## src/rtl/buf_tx_send.sv

```systemverilog
// ============================================================================
// Module   : buf_tx_send
// Purpose  : Reads a filled packet buffer RAM and sends it as a framed byte
//            stream over valid/ready: a 4-byte header (SYNC, channel,
//            nbuf[15:8], nbuf[7:0]), then the payload words MSB byte first,
//            then a 4-byte checksum trailer. end_tx pulses once the frame
//            is complete.
// Options  : TX_CRC_CHECK_EN - when defined, the payload is summed and
//            compared with crc_buf, and the result drives crc_err. When not
//            defined, crc_err is tied to 0.
// Revision : 1.0 - initial release
// ============================================================================
`default_nettype none

module buf_tx_send #(
  parameter int          N_BUF = 360,
  parameter int          AW    = 11,
  parameter logic [7:0]  SYNC  = 8'hA5
) (
  input  logic          clk,
  input  logic          rst,
  input  logic          start,
  input  logic [7:0]    channel,
  input  logic [15:0]   nbuf,
  input  logic [31:0]   crc_buf,
  output logic [AW-1:0] rd_adr,
  input  logic [31:0]   rd_q,
  output logic [7:0]    tx_data,
  output logic          tx_valid,
  input  logic          tx_ready,
  output logic          tx_last,
  output logic          busy,
  output logic          end_tx,
  output logic          crc_err
);

  localparam logic [13:0] NB_MAX = 14'(N_BUF);

  typedef enum logic [2:0] {
    S_IDLE  = 3'd0,
    S_HDR   = 3'd1,
    S_FETCH = 3'd2,
    S_LOAD  = 3'd3,
    S_PAY   = 3'd4,
    S_TRL   = 3'd5,
    S_DONE  = 3'd6
  } state_t;

  state_t      state;
  logic [31:0] shreg;     // bytes still to send in the current 4-byte group
  logic [1:0]  bcnt;      // byte position within the current group
  logic [13:0] wn;        // clamped payload word count
  logic [13:0] widx;      // next word to fetch
  logic [31:0] crc_lat;   // trailer value, sent unmodified
  logic [13:0] wn_in;
  logic        xfer;

`ifdef TX_CRC_CHECK_EN
  logic [31:0] acc;
  logic        crc_err_q;
  assign crc_err = crc_err_q;
`else
  assign crc_err = 1'b0;
`endif

  // Requested word count, clamped to the buffer size.
  assign wn_in   = (nbuf[15:2] > NB_MAX) ? NB_MAX : nbuf[15:2];
  assign xfer    = tx_valid & tx_ready;
  // The top of the shift register is the byte on the bus, so it holds
  // while stalled.
  assign tx_data = shreg[31:24];

  // Frame sequencer; all outputs are registered here.
  always_ff @(posedge clk or negedge rst) begin
    if (!rst) begin
      state    <= S_IDLE;
      shreg    <= 32'd0;
      bcnt     <= 2'd0;
      wn       <= 14'd0;
      widx     <= 14'd0;
      crc_lat  <= 32'd0;
      rd_adr   <= '0;
      tx_valid <= 1'b0;
      tx_last  <= 1'b0;
      busy     <= 1'b0;
      end_tx   <= 1'b0;
`ifdef TX_CRC_CHECK_EN
      acc       <= 32'd0;
      crc_err_q <= 1'b0;
`endif
    end else begin
      end_tx <= 1'b0;
      case (state)
        S_IDLE: begin
          if (start) begin
            shreg    <= {SYNC, channel, nbuf};
            wn       <= wn_in;
            crc_lat  <= crc_buf;
            widx     <= 14'd0;
            bcnt     <= 2'd0;
            tx_valid <= 1'b1;
            tx_last  <= 1'b0;
            busy     <= 1'b1;
            state    <= S_HDR;
`ifdef TX_CRC_CHECK_EN
            acc       <= 32'd0;
            crc_err_q <= 1'b0;
`endif
          end
        end
        S_HDR, S_PAY, S_TRL: begin
          if (xfer) begin
            shreg <= {shreg[23:0], 8'h00};
            bcnt  <= bcnt + 2'd1;
            if (state == S_TRL && bcnt == 2'd2) begin
              tx_last <= 1'b1;
            end
            if (bcnt == 2'd3) begin
              bcnt <= 2'd0;
              if (state == S_TRL) begin
                tx_valid <= 1'b0;
                tx_last  <= 1'b0;
                end_tx   <= 1'b1;
                state    <= S_DONE;
`ifdef TX_CRC_CHECK_EN
                crc_err_q <= (acc != crc_lat);
`endif
              end else if (widx < wn) begin
                // Word index is 0 after the header, so this covers both the
                // first fetch and each following one.
                tx_valid <= 1'b0;
                rd_adr   <= widx[AW-1:0];
                state    <= S_FETCH;
              end else begin
                shreg <= crc_lat;
                state <= S_TRL;
              end
            end
          end
        end
        S_FETCH: begin
          state <= S_LOAD;
        end
        S_LOAD: begin
          shreg    <= rd_q;
          widx     <= widx + 14'd1;
          tx_valid <= 1'b1;
          state    <= S_PAY;
`ifdef TX_CRC_CHECK_EN
          acc <= acc + 32'(rd_q[31:16]) + 32'(rd_q[15:0]);
`endif
        end
        S_DONE: begin
          busy  <= 1'b0;
          state <= S_IDLE;
        end
        default: begin
          state <= S_IDLE;
        end
      endcase
    end
  end

endmodule

`default_nettype wire
```

## config.mk

```make
export PLATFORM = sky130hd
export DESIGN_NAME = buf_tx_send
export DESIGN_NICKNAME = d
export VERILOG_FILES = /design/src/rtl/buf_tx_send.sv
export SDC_FILE = /design/constraint.sdc
export NUM_CORES = 1
export LEC_CHECK = 0
export BUFFER_PORTS_ARGS = -buffer_cell sky130_fd_sc_hd__buf_4
export CAP_MARGIN = 10
export CORE_UTILIZATION = 50
export CTS_CLUSTER_DIAMETER = 100
export DETAILED_ROUTE_END_ITERATION = 8
export PLACE_DENSITY = 0.76
export SYNTH_ARGS = -nofsm -noshare
export SYNTH_HDL_FRONTEND = slang
export SYNTH_SLANG_ARGS = --single-unit
```

## constraint.sdc

```tcl
create_clock -name clk -period 2.1 [get_ports clk]
set_input_delay 0.21 -clock clk [delete_from_list [all_inputs] [get_ports clk]]
set_output_delay 0.21 -clock clk [all_outputs]
set_load 0.02 [all_outputs]
```

==> impl_metrics.tcl <==
set metrics [dict create \
    status "finished with violations" \
    violations "design-rule violations, negative setup slack" \
    finClkSkew_ps 13.36 \
    drv_cap 0 \
    p_comb_share_pct 45.3 \
    yosys_most_used_dff "dfrtp_1" \
    grt_pass1_wl_mm 27.05 \
    synth-edff-count 0 \
    cts_made_buffers 9 \
    syn2layout_area_growth_pct 31.58 \
    arrival_ps 2440 \
    p_int_mw 5.953 \
    clk_pin_slew_worst_paths_ps 70 \
    hold_depth 3 \
    power.switching_mw 3.890 \
    synth_area_um2 5958 \
    grt_max_degree 51 \
    synth_area_per_cell_um2 9.000 \
    postPlaceCellArea_um2 7239 \
    seq_power_share_pct 36.4 \
    wl_per_cell_um 17.60 \
    num_antenna_cells 0 \
    slowest_delay_ps 350 \
    vias_per_cell 5.907 \
    worstPathMaxFanout 11 \
    crit_family "compound AO/OA/AOI/OAI gates" \
    vdd_ir_drop_max_mv 0.7430 \
    ios 116 \
    reg2reg_depth 8 \
    grt_pass1_vias 5463 \
    worst-path-buf-inv 2 \
    power.total_mw 9.843 \
    leakagePower_nw 3.613 \
    core-area_um2 11520 \
    drive_gt1_share_pct 30.51 \
    yosysTopAreaCell "dfrtp_1" \
    ant_nets 0 \
    rsz0062_at_grt "yes" \
    synth_area_leaders "dfrtp_1 47%, nand2_1 8.9%, o211ai_1 8.3%, o21ai_0 3.9%, ha_1 3.4%" \
    synth_common_cells "142 x nand2_1, 112 x dfrtp_1, 66 x o211ai_1" \
    min-delay-path-class "in2reg" \
    htree_levels 3 \
    holdWs_ps 54.28 \
    row_count 39 \
    fin_nets 907 \
    ys_async_sr_fraction_pct 100.0 \
    drt-pass1-iter-count 7 \
    synth_most_common_cell "nand2_1" \
    grt_usage_pct 27.21 \
    tightest_slew_ps 564.3 \
    power_frac_clock_pct 18.3 \
    crit_slowest_cell "a311o_1" \
    power_switching_share_pct 39.52 \
    die_y_um 111.2 \
    fmax_mhz 449.3 \
    cts.sinks 112 \
    fp.dieW_um 111.2 \
    first_iter_violations 473 \
    cts_tree "done" \
    dp_slack_ps -265.8 \
    insertion_delay_ps 340 \
    synth.top_cell.area_share_pct 47.04 \
    syn_nets 770 \
    stdcell_area_um2 7840 \
    clockBufferDepth 2 \
    syn-instance-count 662 \
    path_cells "inv_1, ha_1, nand4_1, o221ai_2, a311o_1, nor3_2, buf_6, mux2_2" \
    maxSlewHeadroom_pct 62.38 \
    critPathCaptureType "flop" \
    start_util_pct 51.74 \
    post-route-min-period_ps 2226 \
    port_buffers 114 \
    setup-violations-final 17 \
    finalHoldViolations 0 \
    routabilityCongestion 0.8579 \
    yosysWarnings 0 \
    overflow 0 \
    setup_ws_ps -125.6 \
    ys_ff_latch 112 \
    crit_cells 8 \
    drc_errors 10 \
    power_density_nw_per_um2 1255 \
    post_synth_num_cell_types 42 \
    cp-start-kind "flop" \
    cts_root_buf "clkbuf_16" \
    drv_slew 0 \
    seq_area_frac_synth_pct 47.04 \
    vias 5588 \
    antenna_found_initial 0 \
    wirelength_mm 16.65 \
    design.die.area_um2 12360 \
    finalCritPeriodShare_pct 106.0 \
    worstPathRequired_ps 2320 \
    dpl.hpwl_mm 11.76 \
    critical_path_class "reg2reg" \
]
==> final timing paths <==
path,startpoint,to,slack [ps]
max,wn[11],rd_adr[6],-130
min,crc_buf[21],crc_lat[21],50
max reg2reg,wn[11],rd_adr[6],-130
min reg2reg,crc_lat[5],crc_lat[5],470
max in group asynchronous,rst,rd_adr[6],1050
min in group asynchronous,rst,state[2],380
==> layout make-up <==
type / count / area (µm²)
clock buffers: 12 / 236.5
clock inverters: 3 / 67.56
fillers: 904 / 3676
inverters: 18 / 71.32
multi-input cells: 477 / 3032
flip-flops and latches: 112 / 2803
well taps: 143 / 178.9
repair buffers: 181 / 1451
==> layer usage <==
layer  global-route usage, %  vias up  wire length, µm
met3                   3.718       22              820
met1                   36.23     2724             7048
met2                   45.96      202             8470
li1                        -     2640                -
met4                   8.739        0              307
met5                       0        -                0
==> power by group through the flow <==
| stage | Sequential (mW) | Combinational, mW | Clock, mW |
|---|---|---|---|
| global placement | 3.56 | 3.99 | 0 |
| CTS | 3.57 | 4.23 | 1.81 |
| global route | 3.67 | 4.92 | 1.90 |
| detailed placement | 3.59 | 4.12 | 0 |
| finish | 3.58 | 4.46 | 1.80 |
| floorplan | 3.48 | 2.71 | 0 |
==> per-stage QoR <==
| step | utilization [%] | cells | TNS, ps |
|---|---|---|---|
| CTS | 66.44 | 940 | -1071 |
| finish | 68.08 | 946 | -1736 |
| detailed placement | 62.86 | 921 | -2812 |
| global route | 68.08 | 946 | -4648 |
| floorplan | - | 662 | -1048 |
| global placement | 62.86 | 921 | -1926 |
==> placed cells by master (no fill, tap or decap), types with 3 or more instances in the layout <==
| master | n |
|---|---|
| nor2_1 | 26 |
| buf_4 | 167 |
| o21ai_2 | 3 |
| a22o_1 | 9 |
| a221oi_1 | 4 |
| dfrtp_1 | 112 |
| o211ai_1 | 66 |
| or3_1 | 25 |
| or2_2 | 3 |
| inv_1 | 12 |
| inv_2 | 5 |
| ha_4 | 6 |
| nand4_1 | 6 |
| ha_1 | 10 |
| o21a_1 | 3 |
| nor3_1 | 4 |
| a21oi_2 | 3 |
| and3_1 | 15 |
| nor2_2 | 3 |
| a221oi_2 | 5 |
| clkbuf_16 | 9 |
| nand3_1 | 22 |
| a2bb2oi_1 | 3 |
| buf_12 | 5 |
| buf_6 | 6 |
| a21oi_1 | 19 |
| clkbuf_1 | 3 |
| a22oi_1 | 17 |
| o21ai_0 | 42 |
| nand2_1 | 142 |
| mux2_2 | 12 |
==> state kept, by name, indices dropped and copies added, names as in the netlist, 2 cells and up <==
name / cells
shreg: 32
rd_adr: 11
widx: 14
state: 3
wn: 14
bcnt: 2
crc_lat: 32
==> tightest hold or removal path, cell delays in order <==
cell and delay, ps:
buf_4 80, nand2_1 40, nand2_1 40
==> logic make-up (layout without fill, tap and decap cells) <==
family          Yosys count  count (layout)  share of synthesized area [%]
flops                   112             112                          47.04
fa+ha+maj                17              17                          3.528
simple gates            256             256                          19.28
compound gates          188             188                          21.52
xor+xnor                  1               1                         0.1470
buf+inv                  73             214                          5.817
mux                      14              14                          2.604
other cells               1               1                        0.06294
==> timing repair <==
item | CTS | global route
pin swaps | 15 | 8
endpoints found under the hold margin | 34 | 0
endpoints found under the setup margin | 36 | 48
resized for setup | 15 | 32
hold buffers | 1 | 0
setup buffers | 3 | 6
No activity file was read; power rests on OpenSTA's default activity.
